[src/rtl/spike_rate_meter.sv]
// Spike rate meter: counts rising spike edges per fixed window
// and reports the last inter-spike interval with a one-deep output.
module spike_rate_meter #(
  parameter int WIN_LOG2 = 8,
  parameter int CNT_W    = 8
) (
  input  logic             clk,
  input  logic             reset_n,
  input  logic             spike,
  input  logic             enable,
  output logic [CNT_W-1:0] rate,
  output logic [CNT_W-1:0] isi,
  output logic             out_valid,
  input  logic             out_ready,
  output logic             overrun
);

  typedef enum logic {
    IDLE,
    COUNT
  } state_t;

  localparam logic [CNT_W-1:0] MAX = '1;

  state_t              state_q;
  logic                spike_q;
  logic [WIN_LOG2-1:0] win_q;
  logic [CNT_W-1:0]    cnt_q;
  logic [CNT_W-1:0]    ivl_q;
  logic [CNT_W-1:0]    isi_q;
  logic                seen_q;
  logic [CNT_W-1:0]    rate_q;
  logic [CNT_W-1:0]    isi_out_q;
  logic                valid_q;
  logic                ovr_q;

  logic             ev;
  logic             counting;
  logic             close;
  logic [CNT_W-1:0] cnt_d;
  logic [CNT_W-1:0] ivl_inc;
  logic [CNT_W-1:0] isi_d;

  assign ev       = spike & ~spike_q;
  assign counting = (state_q == COUNT) & enable;
  assign close    = counting & (win_q == '1);

  // Window totals including any event on the current cycle
  always_comb begin
    cnt_d   = cnt_q;
    ivl_inc = MAX;
    isi_d   = isi_q;
    if (ev && cnt_q != MAX) cnt_d = cnt_q + CNT_W'(1);
    if (ivl_q != MAX) ivl_inc = ivl_q + CNT_W'(1);
    if (ev && seen_q) isi_d = ivl_inc;
  end

  // Mode FSM, window/spike/interval counters and output register
  always_ff @(posedge clk or negedge reset_n) begin
    if (!reset_n) begin
      state_q   <= IDLE;
      spike_q   <= 1'b0;
      win_q     <= '0;
      cnt_q     <= '0;
      ivl_q     <= '0;
      isi_q     <= '0;
      seen_q    <= 1'b0;
      rate_q    <= '0;
      isi_out_q <= '0;
      valid_q   <= 1'b0;
      ovr_q     <= 1'b0;
    end else begin
      spike_q <= spike;
      unique case (state_q)
        IDLE: begin
          if (enable) begin
            state_q <= COUNT;
            win_q   <= '0;
            cnt_q   <= '0;
            ivl_q   <= '0;
            isi_q   <= '0;
            seen_q  <= 1'b0;
          end
        end
        COUNT: begin
          if (!enable) begin
            state_q <= IDLE;
          end else begin
            win_q <= win_q + WIN_LOG2'(1);
            ivl_q <= ev ? '0 : ivl_inc;
            if (ev) seen_q <= 1'b1;
            if (close) begin
              cnt_q <= '0;
              isi_q <= '0;
            end else begin
              cnt_q <= cnt_d;
              isi_q <= isi_d;
            end
          end
        end
        default: state_q <= IDLE;
      endcase

      if (close && (!valid_q || out_ready)) begin
        rate_q    <= cnt_d;
        isi_out_q <= isi_d;
        valid_q   <= 1'b1;
      end else if (close) begin
        ovr_q <= 1'b1;
      end else if (valid_q && out_ready) begin
        valid_q <= 1'b0;
      end
    end
  end

  assign rate      = rate_q;
  assign isi       = isi_out_q;
  assign out_valid = valid_q;
  assign overrun   = ovr_q;

endmodule

[config.mk]
export PLATFORM = sky130hd
export DESIGN_NAME = spike_rate_meter
export DESIGN_NICKNAME = d
export VERILOG_FILES = /design/src/rtl/spike_rate_meter.sv
export SDC_FILE = /design/constraint.sdc
export NUM_CORES = 1
export LEC_CHECK = 0
export CELL_PAD_IN_SITES_DETAIL_PLACEMENT = 0
export CELL_PAD_IN_SITES_GLOBAL_PLACEMENT = 1
export CORE_AREA = 8 8 84 86
export DETAILED_ROUTE_END_ITERATION = 8
export DIE_AREA = 0 0 92 94
export PLACE_DENSITY_LB_ADDON = 0.1
export SLEW_MARGIN = 20
export SYNTH_ARGS = -nofsm -noshare
export SYNTH_HDL_FRONTEND = slang
export SYNTH_SLANG_ARGS = --single-unit
[constraint.sdc]
create_clock -name clk -period 3.75 [get_ports clk]
set_input_delay 0.5625 -clock clk [delete_from_list [all_inputs] [get_ports clk]]
set_output_delay 0.5625 -clock clk [all_outputs]
set_load 0.03 [all_outputs]
== Word-level counts from Yosys, hierarchy flattened ==
Index checks and enable logic that the tools add are counted.
Word-level totals
  register bits after elaboration: 53
  latch bits: 0
  memory bits (writable): 0
  ROM bits: 0
  input port bits: 5
  output and inout port bits: 18
  memories kept: 0
Cells by class
  add/subtract/negate cells: 3
  multipliers: 0
  div/mod/pow operators: 0
  magnitude comparators: 0
  eq/ne operators: 7
  shift operators: 0
  muxes and demuxes: 23
  bitwise gates (word level): 6
  reduce and logical (&&, ||, !) cells: 11
Operator list (count)
  $mux W8: 11
  $pmux W8 S2: 4
  $add A8 B1 Y8 const B: 3
  $ne A8 B8 Y1 const B: 2
  $eq A8 B8 Y1 const B: 1
  $mux W1: 7
  $reduce_and A2 Y1: 3
  $logic_and A1 B1 Y1: 4
  $ne A2 B1 Y1 const B: 2
  $ne A2 B2 Y1 const B: 2
  $and A1 B1 Y1: 3
  $not A1 Y1: 3
  $reduce_and A3 Y1: 1
  $pmux W1 S2: 1
  $reduce_bool A2 Y1: 1
  $logic_not A1 Y1: 1
  $logic_or A1 B1 Y1: 1

== Depth between registers and ports, before layout ==
  depth after elaboration: 7
  gate-level depth with buffers: 7
  gate-level depth less buffers: 5

== Least setup slack after synthesis ==
Ideal clock, no wire load.
  kind: register to register
  start: reg win_q[0]
  end: reg rate_q[5] (netlist: rate[5])
  setup time: 0.118 ns
  data arrival time: 1.794 ns
  required time: 3.632 ns
  path slack: 1.838 ns
  cell stages (with the launch flop): 7
  path buffers: 2
  cell sequence: dfrtp_1 ha_1 nand4_4 or4_1 clkbuf_2 buf_4 a21o_1
Between the ends
  word-level cells in the longest chain between the ends: 3
Ends and longest elaborated chain
  from (decl): line 27  | logic [WIN_LOG2-1:0] win_q;
  from (signal assigned): line 89  | win_q <= win_q + WIN_LOG2'(1);
  $eq A8 B8 Y1: line 46  | assign close = counting & (win_q == '1);
  $and A1 B1 Y1: line 46
  $logic_and A1 B1 Y1: line 104  | if (close && (!valid_q || out_ready)) begin
  to (signal assigned): line 105  | rate_q <= cnt_d;
  to (decl): line 32  | logic [CNT_W-1:0] rate_q;
Every way passes these cells.
A chain may end at the register's enable or synchronous reset.

== Worst setup path in the final report ==
  start: reg win_q[0]
  end: reg isi_out_q[2] (netlist: isi[2])
Between the ends
  word-level cells in the longest chain between the ends: 3
Ends and longest elaborated chain
  $eq A8 B8 Y1: line 46
  $and A1 B1 Y1: line 46
  $logic_and A1 B1 Y1: line 104
  to (signal assigned): line 106  | isi_out_q <= isi_d;
  to (decl): line 33  | logic [CNT_W-1:0] isi_out_q;
Every way passes these cells.

==> flow_summary.html <==
<table>
<tr><th>Metric</th><th>Value</th></tr>
<tr><th colspan="2">Floorplanning</th></tr>
<tr><td>Num ports</td><td>23</td></tr>
<tr><td>Number of cell rows</td><td>28</td></tr>
<tr><td>Initial core utilization</td><td>46.8%</td></tr>
<tr><td>Total core area</td><td>around 0.0057 mm2</td></tr>
<tr><td>Total die area</td><td>around 0.0086 mm2</td></tr>
<tr><td>Die X-Extent</td><td>between 90 and 100 um</td></tr>
<tr><td>Die height</td><td>94 um</td></tr>
<tr><th colspan="2">Worst setup path</th></tr>
<tr><td>Number of cell instances on the worst register-to-register path</td><td>5</td></tr>
<tr><td>Delay of the slowest cell on the worst path</td><td>about 0.9 ns</td></tr>
<tr><td>CP Data Arrival Time</td><td>between 2 and 3 ns</td></tr>
<tr><td>Critical-path top delay cell</td><td>sky130_fd_sc_hd__or4_1</td></tr>
<tr><td>Reg-to-reg critical path startpoint</td><td>win_q[0]</td></tr>
<tr><td>Reg2Reg Setup Slack</td><td>around 1.4 ns</td></tr>
<tr><td>Required time of the worst setup path</td><td>4.01 ns</td></tr>
<tr><td>FF-to-FF End</td><td>isi[2]</td></tr>
<tr><td>Worst-path maximum fanout</td><td>15</td></tr>
<tr><td>Cells traversed along the worst timing path</td><td>ha_1 -&gt; nand4_4 -&gt; or4_1 -&gt; a311oi_2 -&gt; a21o_1</td></tr>
<tr><td>Critical Path Sink Type</td><td>flop</td></tr>
<tr><td>Worst setup path category</td><td>reg -&gt; reg</td></tr>
<tr><td>Crit path launch</td><td>win_q[0]</td></tr>
<tr><td>Type of element launching the critical path</td><td>flop</td></tr>
<tr><th colspan="2">Global route</th></tr>
<tr><td>Number of global-route vias before repair</td><td>2043</td></tr>
<tr><td>Overall overflow remaining after global route</td><td>0</td></tr>
<tr><td>Largest net degree at the start of global routing</td><td>33</td></tr>
<tr><td>Aggregate global-route resource usage</td><td>about 15%</td></tr>
<tr><td>First-pass GRT wire length</td><td>10.4 mm</td></tr>
<tr><td>Initial antenna violation count</td><td>0</td></tr>
<tr><th colspan="2">Yosys</th></tr>
<tr><td>Number of synthesized register bits</td><td>53</td></tr>
<tr><td>Syn_nets</td><td>around 280</td></tr>
<tr><td>Leading cell types by total area after synthesis</td><td>sky130_fd_sc_hd__dfrtp_1 (49%), sky130_fd_sc_hd__nand2_1 (3.6%), sky130_fd_sc_hd__a22o_1 (3.3%)</td></tr>
<tr><td>Seq/Total Area, Yosys</td><td>between 40% and 50%</td></tr>
<tr><td>Area of the mapped netlist</td><td>~0.0027 mm2</td></tr>
<tr><td>EDFF count, synth</td><td>0</td></tr>
<tr><td>Post-synthesis cell count</td><td>around 270</td></tr>
<tr><td>Dominant synthesized flop cell</td><td>sky130_fd_sc_hd__dfrtp_1</td></tr>
<tr><td>Fraction of synthesized cell area taken by the top area cell type</td><td>around 49%</td></tr>
<tr><td>Share of async-settable or async-resettable flops after synthesis</td><td>100%</td></tr>
<tr><td>Synthesized area per cell</td><td>slightly below 10 um2</td></tr>
<tr><td>Most area-hungry cell type in the Yosys netlist</td><td>sky130_fd_sc_hd__dfrtp_1</td></tr>
<tr><td>Ys Warns</td><td>0</td></tr>
<tr><td>Count of cell types in the netlist</td><td>between 50 and 60</td></tr>
<tr><th colspan="2">Clock tree</th></tr>
<tr><td>Number of levels in the clock H-tree</td><td>2</td></tr>
<tr><td>Master cell of the clock root buffer</td><td>sky130_fd_sc_hd__clkbuf_8</td></tr>
<tr><td>Post-CTS setup buffer count</td><td>0</td></tr>
<tr><td>Hold bufs inserted after CTS</td><td>0</td></tr>
<tr><td>TritonCTS buffer count</td><td>5</td></tr>
<tr><td>Number of clock sinks</td><td>53</td></tr>
<tr><td>Clock tree from TritonCTS</td><td>done</td></tr>
<tr><td>Skew-Pair Late Insertion Delay</td><td>~0.31 ns</td></tr>
<tr><td>Post-CTS clock slew at the launch and capture registers of the worst setup and hold paths</td><td>roughly 0.10 ns</td></tr>
<tr><td>CTS resizes</td><td>0</td></tr>
<tr><td>Clock Path Buffers</td><td>2</td></tr>
<tr><th colspan="2">Timing</th></tr>
<tr><td>Final min period</td><td>around 2.3 ns</td></tr>
<tr><td>Fraction of the cycle the final worst path needs</td><td>about three fifths</td></tr>
<tr><td>RSZ-0062 raised after global routing</td><td>no</td></tr>
<tr><td>Fin Clk Skew</td><td>0.00881 ns</td></tr>
<tr><td>Number of failing hold endpoints at the final stage</td><td>0</td></tr>
<tr><td>Worst Hold Slack</td><td>0.304 ns</td></tr>
<tr><td>Slew at the pin with the worst max-slew slack</td><td>between 0.7 and 0.8 ns</td></tr>
<tr><td>Relative slew slack</td><td>approximately half</td></tr>
<tr><td>Total Neg Setup Slack</td><td>0 ns</td></tr>
<tr><td>Pins over their slew limit</td><td>0</td></tr>
<tr><td>Worst path setup slack after routing</td><td>between 1 and 1.5 ns</td></tr>
<tr><td>Count of endpoints failing setup in the final report</td><td>0</td></tr>
<tr><td>Maximum frequency from static timing analysis</td><td>around 0.43 GHz</td></tr>
<tr><th colspan="2">Finish</th></tr>
<tr><td>Post-layout util</td><td>a little over half</td></tr>
<tr><td>Antenna Diode Count</td><td>0</td></tr>
<tr><td>Synthesis-to-layout area growth</td><td>14.9%</td></tr>
<tr><td>Most common library cell in the layout ignoring fill and taps</td><td>sky130_fd_sc_hd__dfrtp_1</td></tr>
<tr><td>Share of cells above drive strength 1</td><td>~6.6%</td></tr>
<tr><td>Total Nets Final</td><td>slightly below 300</td></tr>
<tr><td>Top library cells by usage in the layout, fill and taps aside</td><td>sky130_fd_sc_hd__dfrtp_1 (53), sky130_fd_sc_hd__nand2_1 (26), sky130_fd_sc_hd__clkdlybuf4s50_1 (21), sky130_fd_sc_hd__nor2_1 (18), sky130_fd_sc_hd__o21ai_0 (17)</td></tr>
<tr><td>Final Instance Count excl. Fillers</td><td>between 300 and 400</td></tr>
<tr><th colspan="2">Detailed routing</th></tr>
<tr><td>TritonRoute pass-1 iters</td><td>4</td></tr>
<tr><td>Number of vias after detailed routing</td><td>~2.1k</td></tr>
<tr><td>Number of remaining DRC errors</td><td>0</td></tr>
<tr><td>Antenna-violating nets left</td><td>0</td></tr>
<tr><td>Routed wire length</td><td>approximately 6.1 mm</td></tr>
<tr><td>Number of vias per cell after detailed routing</td><td>around 5.8</td></tr>
<tr><td>Number of violations reported at the end of detailed-routing iteration 0</td><td>84</td></tr>
<tr><td>Post-DR wirelength/cell</td><td>between 15 and 20 um</td></tr>
<tr><th colspan="2">Placement</th></tr>
<tr><td>Pre-CTS WS</td><td>1.14 ns</td></tr>
<tr><td>Number of placed instances, taps included</td><td>between 300 and 400</td></tr>
<tr><td>Number of buffers inserted by port buffering</td><td>22</td></tr>
<tr><td>Final Wtd Congestion</td><td>between 0.8 and 0.9</td></tr>
<tr><td>HPWL after detailed placement</td><td>between 4 and 5 mm</td></tr>
<tr><th colspan="2">Pwr</th></tr>
<tr><td>Leakage power figure</td><td>1.32 nW</td></tr>
<tr><td>Peak supply drop</td><td>~0.22 mV</td></tr>
<tr><td>Total power density per cell area</td><td>378 mW/mm2</td></tr>
<tr><th colspan="2">Outcome</th></tr>
<tr><td>Status</td><td>finished, final reports clean</td></tr>
<tr><th colspan="2">Min path</th></tr>
<tr><td>Path class of the lowest-slack min-delay path</td><td>in -&gt; async</td></tr>
<tr><th colspan="2">Run</th></tr>
<tr><td>Number of maximum-capacitance violations</td><td>0</td></tr>
</table>
-- worst max-delay path: cells and delay by family, from the launching register on --
family	cells	cell delay (ns)
AO/OA/AOI/OAI	2	0.46
adder cells (fa/ha/maj)	1	0.33
flip-flops	1	0.42
AND/OR/NAND/NOR	2	1.06
-- metrics by stage --
| step | area (um2) | power (mW) |
|---|---|---|
| final | 3090 | 1.17 |
| after global routing | 3090 | 1.22 |
| after CTS | 3090 | 1.18 |
| after detailed placement | 2950 | 0.717 |
| after global placement | 2950 | 0.715 |
| after floorplan | 2690 | 0.681 |
-- layout make-up --
cell class,count,area [um2]
tap,75,93.8
timing repair buffer,25,238
inverter,7,26.3
clock inverter,3,68.8
clock buffer,5,68.8
multi-input combinational,196,1270
sequential,53,1330
fill,541,2660
-- synth_stat cells, types with 4 or more instances --
cell / n
sky130_fd_sc_hd__a22o_1: 10
sky130_fd_sc_hd__o211ai_1: 4
sky130_fd_sc_hd__and4_1: 5
sky130_fd_sc_hd__xnor2_1: 5
sky130_fd_sc_hd__nor2_1: 18
sky130_fd_sc_hd__a21oi_1: 16
sky130_fd_sc_hd__a31oi_1: 7
sky130_fd_sc_hd__dfrtp_1: 53
sky130_fd_sc_hd__nand4_1: 7
sky130_fd_sc_hd__nand3_1: 10
sky130_fd_sc_hd__clkbuf_1: 9
sky130_fd_sc_hd__inv_1: 7
sky130_fd_sc_hd__nand2_1: 26
sky130_fd_sc_hd__a21o_1: 6
sky130_fd_sc_hd__o2bb2ai_1: 10
sky130_fd_sc_hd__nand2b_1: 4
sky130_fd_sc_hd__mux2i_1: 6
sky130_fd_sc_hd__o21ai_0: 17
-- report_power, final --
part	internal, mW	leakage, nW	switching, mW
clock network	0.269	0.0687	0.196
logic	0.0340	0.525	0.0536
registers	0.588	0.724	0.0286
total	0.891	1.32	0.279
-- how the worst max path moves through the flow --
stage                         end  slack (ns)  depth (start not counted)
final                      isi[2]        1.44                          5
after global routing       isi[2]        1.30                          5
after CTS                  isi[2]        1.42                          5
after detailed placement   isi[2]        1.14                          5
after global placement     isi[2]        1.20                          5
after floorplan           rate[5]        1.84                          6
-- state kept, by name, indices dropped and copies added, names as in the netlist --
| name | flops |
|---|---|
| cnt_q | 8 |
| state_q | 1 |
| spike_q | 1 |
| isi_q | 8 |
| isi | 8 |
| win_q | 8 |
| ivl_q | 8 |
| out_valid | 1 |
| seen_q | 1 |
| overrun | 1 |
| rate | 8 |
-- cell families (layout without fill, tap and decap cells) --
family | Yosys count | in the layout | synth area share (%)
compound gates | 90 | 90 | 23.2
xor+xnor | 5 | 5 | 1.63
fa+ha+maj | 3 | 3 | 1.40
buf+inv | 22 | 40 | 3.49
flops | 53 | 53 | 49.3
mux | 7 | 7 | 2.65
simple gates | 91 | 91 | 18.2
-- metal layers --
layer	part of all wire, %	GRT usage [%]
met3	4.8	2.80
met4	1.7	6.04
met2	43	22.3
met5	0	0
met1	51	20.9
Power figures use the tool's default switching activity.
